<file path="config.mk">
export PLATFORM = sky130hd
export DESIGN_NAME = axi_to_ndata_serializer_flat
export DESIGN_NICKNAME = d
export VERILOG_FILES = /design/src/rtl/stream_pkg.sv /design/src/rtl/axi_to_ndata_serializer_if.sv /design/src/rtl/ndata_last_slice_finder.sv /design/src/rtl/axi_to_ndata_serializer.sv /design/src/flat_wrapper.sv
export SDC_FILE = /design/constraint.sdc
export NUM_CORES = 1
export LEC_CHECK = 0
export ABC_AREA = 1
export CORE_AREA = 2 2 281 283
export DETAILED_ROUTE_END_ITERATION = 7
export DIE_AREA = 0 0 283 285
export GPL_TIMING_DRIVEN = 0
export PLACE_DENSITY = 0.57
export SLEW_MARGIN = 20
export SYNTH_ARGS = -nofsm -noshare
export SYNTH_HDL_FRONTEND = slang
export SYNTH_SLANG_ARGS = --single-unit
export TNS_END_PERCENT = 50
</file>
<file path="constraint.sdc">
create_clock -name clk -period 1.9 [get_ports clk]
set_input_delay 0.285 -clock clk [delete_from_list [all_inputs] [get_ports clk]]
set_output_delay 0.285 -clock clk [all_outputs]
set_load 0.005 [all_outputs]
</file>
<file path="src/rtl/stream_pkg.sv">
// Shared stream helpers: element keep sampling and slice-index width.
package stream_pkg;

  // Widest tkeep the sampler accepts (2048-bit AXI stream).
  localparam int unsigned MaxKeepW = 256;

  // Width of a slice index for a given ratio; never narrower than one bit.
  function automatic int unsigned IDX_W(input int unsigned ratio);
    return (ratio > 1) ? $clog2(ratio) : 1;
  endfunction

  // Keep of one element: only the lowest byte of the element is sampled.
  function automatic logic keep_lsb(input logic [MaxKeepW-1:0] tkeep,
                                    input int unsigned          elem_bytes,
                                    input int unsigned          elem_idx);
    int unsigned pos;
    pos = elem_idx * elem_bytes;
    if (pos < MaxKeepW) begin
      return tkeep[pos[7:0]];
    end
    return 1'b0;
  endfunction

endpackage

</file>
<file path="src/rtl/axi_to_ndata_serializer_if.sv">
// Stream interfaces: wide AXI4S input and narrow ndata element output.
interface AXI4S #(
  parameter int unsigned AXI_WIDTH = 512
);
  logic [AXI_WIDTH-1:0]   tdata;
  logic [AXI_WIDTH/8-1:0] tkeep;
  logic                   tlast;
  logic                   tvalid;
  logic                   tready;

  modport m (output tdata, output tkeep, output tlast, output tvalid, input tready);
  modport s (input tdata, input tkeep, input tlast, input tvalid, output tready);
endinterface

interface ndata_i #(
  parameter type         data_t       = logic [31:0],
  parameter int unsigned NUM_ELEMENTS = 4
);
  data_t [NUM_ELEMENTS-1:0] data;
  logic  [NUM_ELEMENTS-1:0] keep;
  logic                     last;
  logic                     valid;
  logic                     ready;

  modport m (output data, output keep, output last, output valid, input ready);
  modport s (input data, input keep, input last, input valid, output ready);
endinterface

</file>
<file path="src/rtl/ndata_last_slice_finder.sv">
// Priority encoder: index of the highest set slice-nonempty flag, 0 when none is set.
module ndata_last_slice_finder #(
  parameter int unsigned Ratio = 4,
  parameter int unsigned IdxW  = 2
) (
  input  logic [Ratio-1:0] i_flags,
  output logic [IdxW-1:0]  o_idx
);

  // Later (higher) set flags override earlier ones.
  always_comb begin
    o_idx = '0;
    for (int unsigned s = 0; s < Ratio; s++) begin
      if (i_flags[s]) begin
        o_idx = IdxW'(s);
      end
    end
  end

endmodule

</file>
<file path="src/rtl/axi_to_ndata_serializer.sv">
// Wide AXI4S to narrow ndata serializer: each input beat leaves as RATIO slices.
// Optional feature macro AXI_TO_NDATA_SKIP_EMPTY_EN: on tlast beats, trailing slices
// whose sampled keep is all-zero are not emitted.
module axi_to_ndata_serializer
  import stream_pkg::*;
#(
  parameter type         data_t       = logic [31:0],
  parameter int unsigned NUM_ELEMENTS = 4,
  parameter int unsigned AXI_WIDTH    = 512
) (
  input  logic clk,
  input  logic rst_n,
  AXI4S.s      in,
  ndata_i.m    out
);

  localparam int unsigned DATA_WIDTH       = $bits(data_t);
  localparam int unsigned NUM_AXI_ELEMENTS = AXI_WIDTH / DATA_WIDTH;
  localparam int unsigned RATIO            = NUM_AXI_ELEMENTS / NUM_ELEMENTS;
  localparam int unsigned IdxW             = IDX_W(RATIO);
  localparam int unsigned KeepW            = AXI_WIDTH / 8;
  localparam int unsigned ElemBytes        = DATA_WIDTH / 8;
  localparam int unsigned SliceW           = NUM_ELEMENTS * DATA_WIDTH;
  localparam logic [IdxW-1:0] FullLastIdx  = IdxW'(RATIO - 1);

  if ((DATA_WIDTH % 8) != 0) begin : g_bad_dw
    $error("DATA_WIDTH must be a multiple of 8");
  end
  if ((AXI_WIDTH % DATA_WIDTH) != 0 || (NUM_AXI_ELEMENTS % NUM_ELEMENTS) != 0) begin : g_bad_div
    $error("AXI_WIDTH must divide into a whole number of output beats");
  end
  if (RATIO < 1 || (RATIO & (RATIO - 1)) != 0) begin : g_bad_ratio
    $error("RATIO must be a power of two and at least 1");
  end
  if (KeepW > MaxKeepW) begin : g_bad_keep
    $error("AXI_WIDTH exceeds the keep sampler range");
  end

  logic [AXI_WIDTH-1:0]    r_data;
  logic [KeepW-1:0]        r_keep;
  logic                    r_tlast;
  logic                    r_full;
  logic [IdxW-1:0]         r_idx;
  logic [IdxW-1:0]         r_last_idx;

  logic                    w_fire;
  logic                    w_at_last;
  logic                    w_final_fire;
  logic                    w_tready;
  logic                    w_accept;
  logic [IdxW-1:0]         w_load_last_idx;
  logic [SliceW-1:0]       w_slice;
  logic [NUM_ELEMENTS-1:0] w_keep;

  assign w_fire       = r_full && out.ready;
  assign w_at_last    = (r_idx == r_last_idx);
  assign w_final_fire = w_fire && w_at_last;
  // Reloading in the final slice cycle keeps back-to-back beats bubble-free.
  assign w_tready     = rst_n && (!r_full || w_final_fire);
  assign w_accept     = in.tvalid && w_tready;

`ifdef AXI_TO_NDATA_SKIP_EMPTY_EN
  logic [RATIO-1:0] w_nonempty;
  logic [IdxW-1:0]  w_high_idx;

  // Flag each slice of the incoming beat that has any sampled keep bit set.
  always_comb begin
    w_nonempty = '0;
    for (int unsigned s = 0; s < RATIO; s++) begin
      for (int unsigned i = 0; i < NUM_ELEMENTS; i++) begin
        if (keep_lsb(MaxKeepW'(in.tkeep), ElemBytes, s * NUM_ELEMENTS + i)) begin
          w_nonempty[s] = 1'b1;
        end
      end
    end
  end

  ndata_last_slice_finder #(
    .Ratio (RATIO),
    .IdxW  (IdxW)
  ) u_last_slice_finder (
    .i_flags (w_nonempty),
    .o_idx   (w_high_idx)
  );

  // Only final beats of a packet are trimmed; an all-empty one still emits slice 0.
  assign w_load_last_idx = in.tlast ? w_high_idx : FullLastIdx;
`else
  assign w_load_last_idx = FullLastIdx;
`endif

  // Select the current slice and sample one keep bit per element.
  always_comb begin
    w_slice = '0;
    w_keep  = '0;
    for (int unsigned s = 0; s < RATIO; s++) begin
      if (r_idx == IdxW'(s)) begin
        w_slice = r_data[s*SliceW +: SliceW];
        for (int unsigned i = 0; i < NUM_ELEMENTS; i++) begin
          w_keep[i] = keep_lsb(MaxKeepW'(r_keep), ElemBytes, s * NUM_ELEMENTS + i);
        end
      end
    end
  end

  // Holding register, occupancy flag and slice index.
  always_ff @(posedge clk) begin
    if (!rst_n) begin
      r_data     <= '0;
      r_keep     <= '0;
      r_tlast    <= 1'b0;
      r_full     <= 1'b0;
      r_idx      <= '0;
      r_last_idx <= '0;
    end else if (w_accept) begin
      r_data     <= in.tdata;
      r_keep     <= in.tkeep;
      r_tlast    <= in.tlast;
      r_full     <= 1'b1;
      r_idx      <= '0;
      r_last_idx <= w_load_last_idx;
    end else if (w_fire) begin
      if (!w_at_last) begin
        r_idx <= r_idx + 1'b1;
      end else begin
        r_full <= 1'b0;
      end
    end
  end

  assign in.tready = w_tready;
  assign out.data  = w_slice;
  assign out.valid = r_full;
  assign out.keep  = r_full ? w_keep : '0;
  assign out.last  = r_full && r_tlast && w_at_last;

endmodule

</file>
<file path="src/flat_wrapper.sv">
// flat-port wrapper written by rule: the top's interface ports become plain ports
module axi_to_ndata_serializer_flat import stream_pkg::*;
#(
  parameter type         data_t       = logic [31:0],
  parameter int unsigned NUM_ELEMENTS = 4,
  parameter int unsigned AXI_WIDTH    = 512
)
  (clk, rst_n, in_tdata, in_tkeep, in_tlast, in_tvalid, in_tready, out_data, out_keep, out_last, out_valid, out_ready);
  AXI4S #(.AXI_WIDTH(AXI_WIDTH)) in_i ();
  ndata_i #(.data_t(data_t), .NUM_ELEMENTS(NUM_ELEMENTS)) out_i ();
  input  logic clk;
  input  logic rst_n;
  input wire logic [$bits(in_i.tdata)-1:0] in_tdata;
  input wire logic [$bits(in_i.tkeep)-1:0] in_tkeep;
  input wire logic [$bits(in_i.tlast)-1:0] in_tlast;
  input wire logic [$bits(in_i.tvalid)-1:0] in_tvalid;
  output wire logic [$bits(in_i.tready)-1:0] in_tready;
  output wire logic [$bits(out_i.data)-1:0] out_data;
  output wire logic [$bits(out_i.keep)-1:0] out_keep;
  output wire logic [$bits(out_i.last)-1:0] out_last;
  output wire logic [$bits(out_i.valid)-1:0] out_valid;
  input wire logic [$bits(out_i.ready)-1:0] out_ready;
  assign in_i.tdata = in_tdata;
  assign in_i.tkeep = in_tkeep;
  assign in_i.tlast = in_tlast;
  assign in_i.tvalid = in_tvalid;
  assign in_tready = in_i.tready;
  assign out_data = out_i.data;
  assign out_keep = out_i.keep;
  assign out_last = out_i.last;
  assign out_valid = out_i.valid;
  assign out_i.ready = out_ready;
  axi_to_ndata_serializer #(.data_t(data_t), .NUM_ELEMENTS(NUM_ELEMENTS), .AXI_WIDTH(AXI_WIDTH)) u_core (.clk(clk), .rst_n(rst_n), .in(in_i), .out(out_i));
endmodule
</file>
### Word level (Yosys, flattened, before mapping)

Index checks and enable logic that the tools add are counted.

* $add $sub $neg: 1
* equal/unequal tests: 4
* muxes and demuxes: 32
* bitwise logic cells: 2
* reductions and logical operators: 14

Operators with widths (count)
* 128-bit 2-to-1 mux: 4
* 1-bit 2-to-1 mux: 23
* 4-bit 2-to-1 mux: 5
* 1-bit logical AND: 6
* 2-bit equality test (second input constant): 2
* 2-bit AND reduction: 2
* 2-bit nonzero test: 2
* 2-bit by 1-bit adder with 2-bit output (second input constant): 1
* 2-bit by 1-bit equality test with 1-bit output (second input constant): 1
* 2-bit equality test: 1
* 2-bit zero test: 1
* 1-bit NOT: 2
* 2-bit OR reduction: 1
* 1-bit zero test: 1
* 1-bit logical OR: 1

* bits in registers: 578
* input bits: 581
* output and inout port bits: 135
* word-level logic and storage cells: 59

### Depth between registers and ports, before layout

* depth in word-level cells: 8
* depth in mapped cells: 10
* depth with buffers taken out: 8

### Worst setup path before layout

Ideal clock, no wire load.

* kind: reg2out
* start point: reg u_core.r_idx[0]
* end point: out out_data[0]
* arrival time: 1.671 ns
* required time: 1.615 ns
* path slack: -0.056 ns
* stages on the path, launching flop included: 9
* buffers on the path: 2
* cell sequence: dfxtp_1 inv_1 ha_1 clkinv_1 clkbuf_1 clkbuf_1 nand2_1 a31oi_1 o21ai_0

* longest elaborated chain between the ends: 5
* elaborated cells between the ends (all ways): 8
* classes of those cells: 3 x eq/ne; 4 x mux; 1 x reduce/logical

RTL lines
* start, declared: RTL line axi_to_ndata_serializer.sv:43 `logic [IdxW-1:0] r_idx;`
* start signal, assigned: RTL line axi_to_ndata_serializer.sv:124 `r_idx <= r_idx + 1'b1;`
* 2-bit zero test: RTL line axi_to_ndata_serializer.sv:97 `if (r_idx == IdxW'(s)) begin`
* 128-bit 2-to-1 mux (3 in series): RTL line axi_to_ndata_serializer.sv:97
* 128-bit 2-to-1 mux *: RTL line axi_to_ndata_serializer.sv:97
* end, declared: RTL line flat_wrapper.sv:18 `output wire logic [$bits(out_i.data)-1:0] out_data;`

Mark *: on every way between the ends. The rest lies on a longest branch, timed or not.

### Worst setup path in the final report

* start point: reg u_core.r_idx[1]
* end point: out out_data[52]

The elaborated chain is that of the path after synthesis.

==> impl_table.tex <==
\begin{tabular}{lr}
\hline
Metric & Value \\
\hline
\multicolumn{2}{l}{\textbf{Critical path}} \\
Maximum single-stage delay on the critical path & 0.38 ns \\
Crit path kind & flip-flop to primary output \\
Worst-path cell chain & inv\_4, ha\_4, buf\_4, clkbuf\_16, buf\_8, clkbuf\_8, nand2\_2, nand2\_2, a31oi\_4, o21ai\_1, buf\_2 \\
Worst Path Required & between 1.5 and 2 ns \\
Worst path most repeated cell & nand2\_2 \\
Reg-to-reg critical path startpoint & u\_core.r\_idx[0] \\
Beginning of the critical path & u\_core.r\_idx[1] \\
Critical Path End Type & primary output \\
Critical Path Start Type & flip-flop \\
Crit path max fanout & 5 \\
Data arrival, critical path & approximately 2.4 ns \\
Standard cell with the maximum stage delay on the critical path & dfxtp\_4 \\
\multicolumn{2}{l}{\textbf{Finish}} \\
Fraction of layout instances using a drive strength above 1 & $\sim$22\% \\
Final cell area excluding filler cells & around 38000 um\^{}2 \\
Post-layout nets & 4685 \\
Area grow syn2layout & 63.59\% \\
Util after Layout & a little under 50\% \\
Count of filler cells inserted in the layout & $\sim$7700 \\
\multicolumn{2}{l}{\textbf{Hold path}} \\
Worst hold-check path type & primary input to flip-flop \\
Worst Hold Launch & in\_tdata[288] \\
\multicolumn{2}{l}{\textbf{Timing}} \\
FMAX & about 0.38 GHz \\
Count of pins over their slew limit & 0 \\
Portion of the clock cycle consumed by the worst path in the final layout & 138.7\% \\
Worst Clk Skew & around 0.020 ns \\
Worst slack on hold paths & about 0.22 ns \\
Clock period minus final worst setup slack & approximately 2.6 ns \\
Unrepaired setup endpoints after global routing & true \\
Final setup vio count & roughly 450 \\
Relative slew slack & about half \\
Pin slew with the least headroom to its limit & about 0.74 ns \\
Final hold violation count & 0 \\
Worst Slack Setup Final & -0.7361 ns \\
\multicolumn{2}{l}{\textbf{Detailed routing}} \\
Length of the first detailed-routing pass in iterations & 8 \\
Initial DRC count & between 2000 and 2500 \\
Number of vias after detailed routing & roughly 27000 \\
Remaining antenna violation count & 0 \\
Wire length per cell after detailed routing & 23.24 um \\
Post-route DRC & 0 \\
Average via count per standard cell & 5.222 \\
WL final & about 120000 um \\
\multicolumn{2}{l}{\textbf{Pwr}} \\
Net switching power of the design & about 0.008 W \\
Register share of total power & about 43\% \\
Maximum vdd ir drop & 0.0006838 V \\
Switching part of the total power & roughly 28\% \\
Combinational Power Share & 17.0\% \\
Power per cell area & a little under 800 nW/um\^{}2 \\
Int Power & approximately 0.021 W \\
Clock share of power & 39.5\% \\
Leak pwr & between 15 and 20 nW \\
\multicolumn{2}{l}{\textbf{Synth}} \\
Mean cell area of the mapped netlist & 7.060 um\^{}2 \\
Sequential-to-total area share from yosys stat & between 40\% and 50\% \\
Number of warning messages in the yosys log & 0 \\
Synthesized instance count & roughly 3300 \\
Synthesized netlist net count & 3867 \\
Flip-flop and latch count after synthesis & around 530 \\
Combined area of all synthesized cells & about 23000 um\^{}2 \\
Count of distinct cell types in the synthesized netlist & 17 \\
\multicolumn{2}{l}{\textbf{Placement}} \\
Count of input and output buffers & 666 \\
Final weighted congestion in routability-driven placement & 0.9171 \\
Cell area after placement & roughly 31000 um\^{}2 \\
Detail Placement HPWL & between 80000 and 90000 um \\
\multicolumn{2}{l}{\textbf{Clock tree}} \\
Max clock buf depth & 3 \\
CTS tree & done \\
Number of clock buffers inserted by TritonCTS & 59 \\
Clock sink total & approximately 530 \\
Latest clock arrival within the worst-skew pair & around 0.63 ns \\
Clock transition time at the flip-flop clock pins of the worst setup and hold paths & approximately 0.060 ns \\
Clock Tree Root & clkbuf\_16 \\
Level count of the clock H-tree & 2 \\
\multicolumn{2}{l}{\textbf{Global routing}} \\
GRT Util Overall & between 20\% and 30\% \\
Number of global-route vias before repair & 26630 \\
Wire length of the first global-routing pass & 173500 um \\
Antenna violations before repair & 27 \\
Pin count of the biggest net entering global routing & 16 \\
Overflow left after global routing & 0 \\
\multicolumn{2}{l}{\textbf{Floorplan}} \\
Row cnt & 103 \\
Core area & 77970 um\^{}2 \\
Die X-Extent & roughly 280 um \\
Starting Density & between 20 and 30\% \\
Die area & roughly 81000 um\^{}2 \\
Boundary pin count & between 700 and 800 \\
Height of the die & between 200 and 300 um \\
\multicolumn{2}{l}{\textbf{Run}} \\
Max Cap Viol & 0 \\
\multicolumn{2}{l}{\textbf{Run status}} \\
Failing checks & negative setup slack \\
Status & complete, but fails checks \\
\hline
\end{tabular}
==> area by class of cell <==
class | count | area (um^2) | share of cell area (%)
inverters | 9 | 90.09 | 0.2377
multi-input cells | 2404 | 13740 | 36.24
flip-flops and latches | 533 | 10680 | 28.17
clock buffers | 93 | 1765 | 4.657
plain buffers | 326 | 2631 | 6.941
diodes | 16 | 40.04 | 0.1056
well taps | 1050 | 1314 | 3.466
clock inverters | 16 | 133.9 | 0.3532
repair inverters | 1 | 8.758 | 0.02311
repair buffers | 766 | 7510 | 19.81
==> cell families after synthesis <==
| group | synth area share (%) |
|---|---|
| XOR/XNOR | 0.03781 |
| flip-flops | 46.05 |
| AND/OR/NAND/NOR | 38.07 |
| AO/OA/AOI/OAI | 9.434 |
| adder cells (fa/ha/maj) | 0.2160 |
| buffers and inverters | 6.194 |
==> cells in the final DEF, fill, tap and decap left out, drive strengths merged <==
| cell type | synthesis | routed |
|---|---|---|
| nand2 | 927 | 927 |
| diode | 0 | 16 |
| nor2 | 3 | 3 |
| xor2 | 1 | 1 |
| buf | 163 | 412 |
| a21oi | 10 | 10 |
| clkinv | 3 | 17 |
| inv | 6 | 7 |
| clkbuf | 173 | 241 |
| a31oi | 128 | 128 |
| o21ai | 266 | 266 |
| nand3 | 1065 | 1065 |
| clkinvlp | 0 | 1 |
| clkdlybuf4s50 | 0 | 532 |
| dfxtp | 533 | 533 |
| ha | 4 | 4 |
| bufinv | 0 | 1 |
==> critical path: cells and delay by family, from the launching register on <==
family	cells	cell delay, ns
buf+inv	6	0.80
flops	1	0.38
compound gates	2	0.26
fa+ha+maj	1	0.17
simple gates	2	0.12
==> power groups by stage <==
stage | clock [W] | sequential, W | combinational, W
final | 0.0115 | 0.0127 | 0.00496
after global routing | 0.0121 | 0.0127 | 0.00530
after CTS | 0.0116 | 0.0126 | 0.00480
after detailed placement | 0 | 0.0128 | 0.00444
after global placement | 0 | 0.0127 | 0.00441
after floorplan | 0 | 0.0126 | 0.00178
==> path summary, 6_finish.rpt <==
| kind | endpoint | slack, ns | cells past startpoint |
|---|---|---|---|
| max | out_data[52] | -0.74 | 11 |
| min | u_core.r_data[288] | 0.22 | 3 |
| max reg2reg | u_core.r_data[280] | -0.19 | 12 |
| min reg2reg | u_core.r_data[297] | 0.46 | 2 |
==> cells in the mapped netlist <==
cell type  count  area, um^2
o21ai_0      265        1326
nor2_1         3       11.26
o21ai_1        1       5.000
nand2_1      927        3480
a21oi_1        9       45.04
ha_1           4       50.05
clkinv_1       3       11.26
inv_1          6       22.52
buf_2        109       545.5
a21oi_2        1       8.760
clkbuf_1     173       649.4
a31oi_1      128       800.8
buf_1         53       198.9
buf_4          1       7.510
dfxtp_1      533       10670
nand3_1     1065        5330
xor2_1         1       8.760
==> repair_timing <==
action                                  4_1_cts  5_1_grt
hold buffers                                  0        0
endpoints found under the setup margin      659      666
cloned                                       18        4
resized for setup                          1342      478
buffers inserted                             47       33
pin swaps                                   168      138
==> flip-flops by register name (all words and copies together) (netlist names) <==
signal,flops
u_core.r_tlast,1
u_core.r_idx,2
u_core.r_data,512
u_core.r_last_idx,1
u_core.r_keep,16
u_core.out.valid,1
==> through the flow <==
step | total power [W] | std cells | worst slack (ns) | TNS, ns
after CTS | 0.02902 | 5172 | -0.8835 | -136.83
final | 0.02913 | 5214 | -0.7361 | -97.58
after global routing | 0.03012 | 5205 | -0.8067 | -159.17
after floorplan | 0.01440 | 3282 | -0.05571 | -7.037
after global placement | 0.01715 | 4998 | -2.407 | -794.14
after detailed placement | 0.01720 | 5000 | -1.979 | -524.62
==> per-layer routing <==
metal	vias up	wire length, um	global-route usage (%)
met1	13050	50020	36.07
met2	1011	58030	48.06
li1	12930	-	-
met5	-	126	0
met3	218	8889	5.880
met4	20	4087	10.29
(Power assumes the default switching activity.)
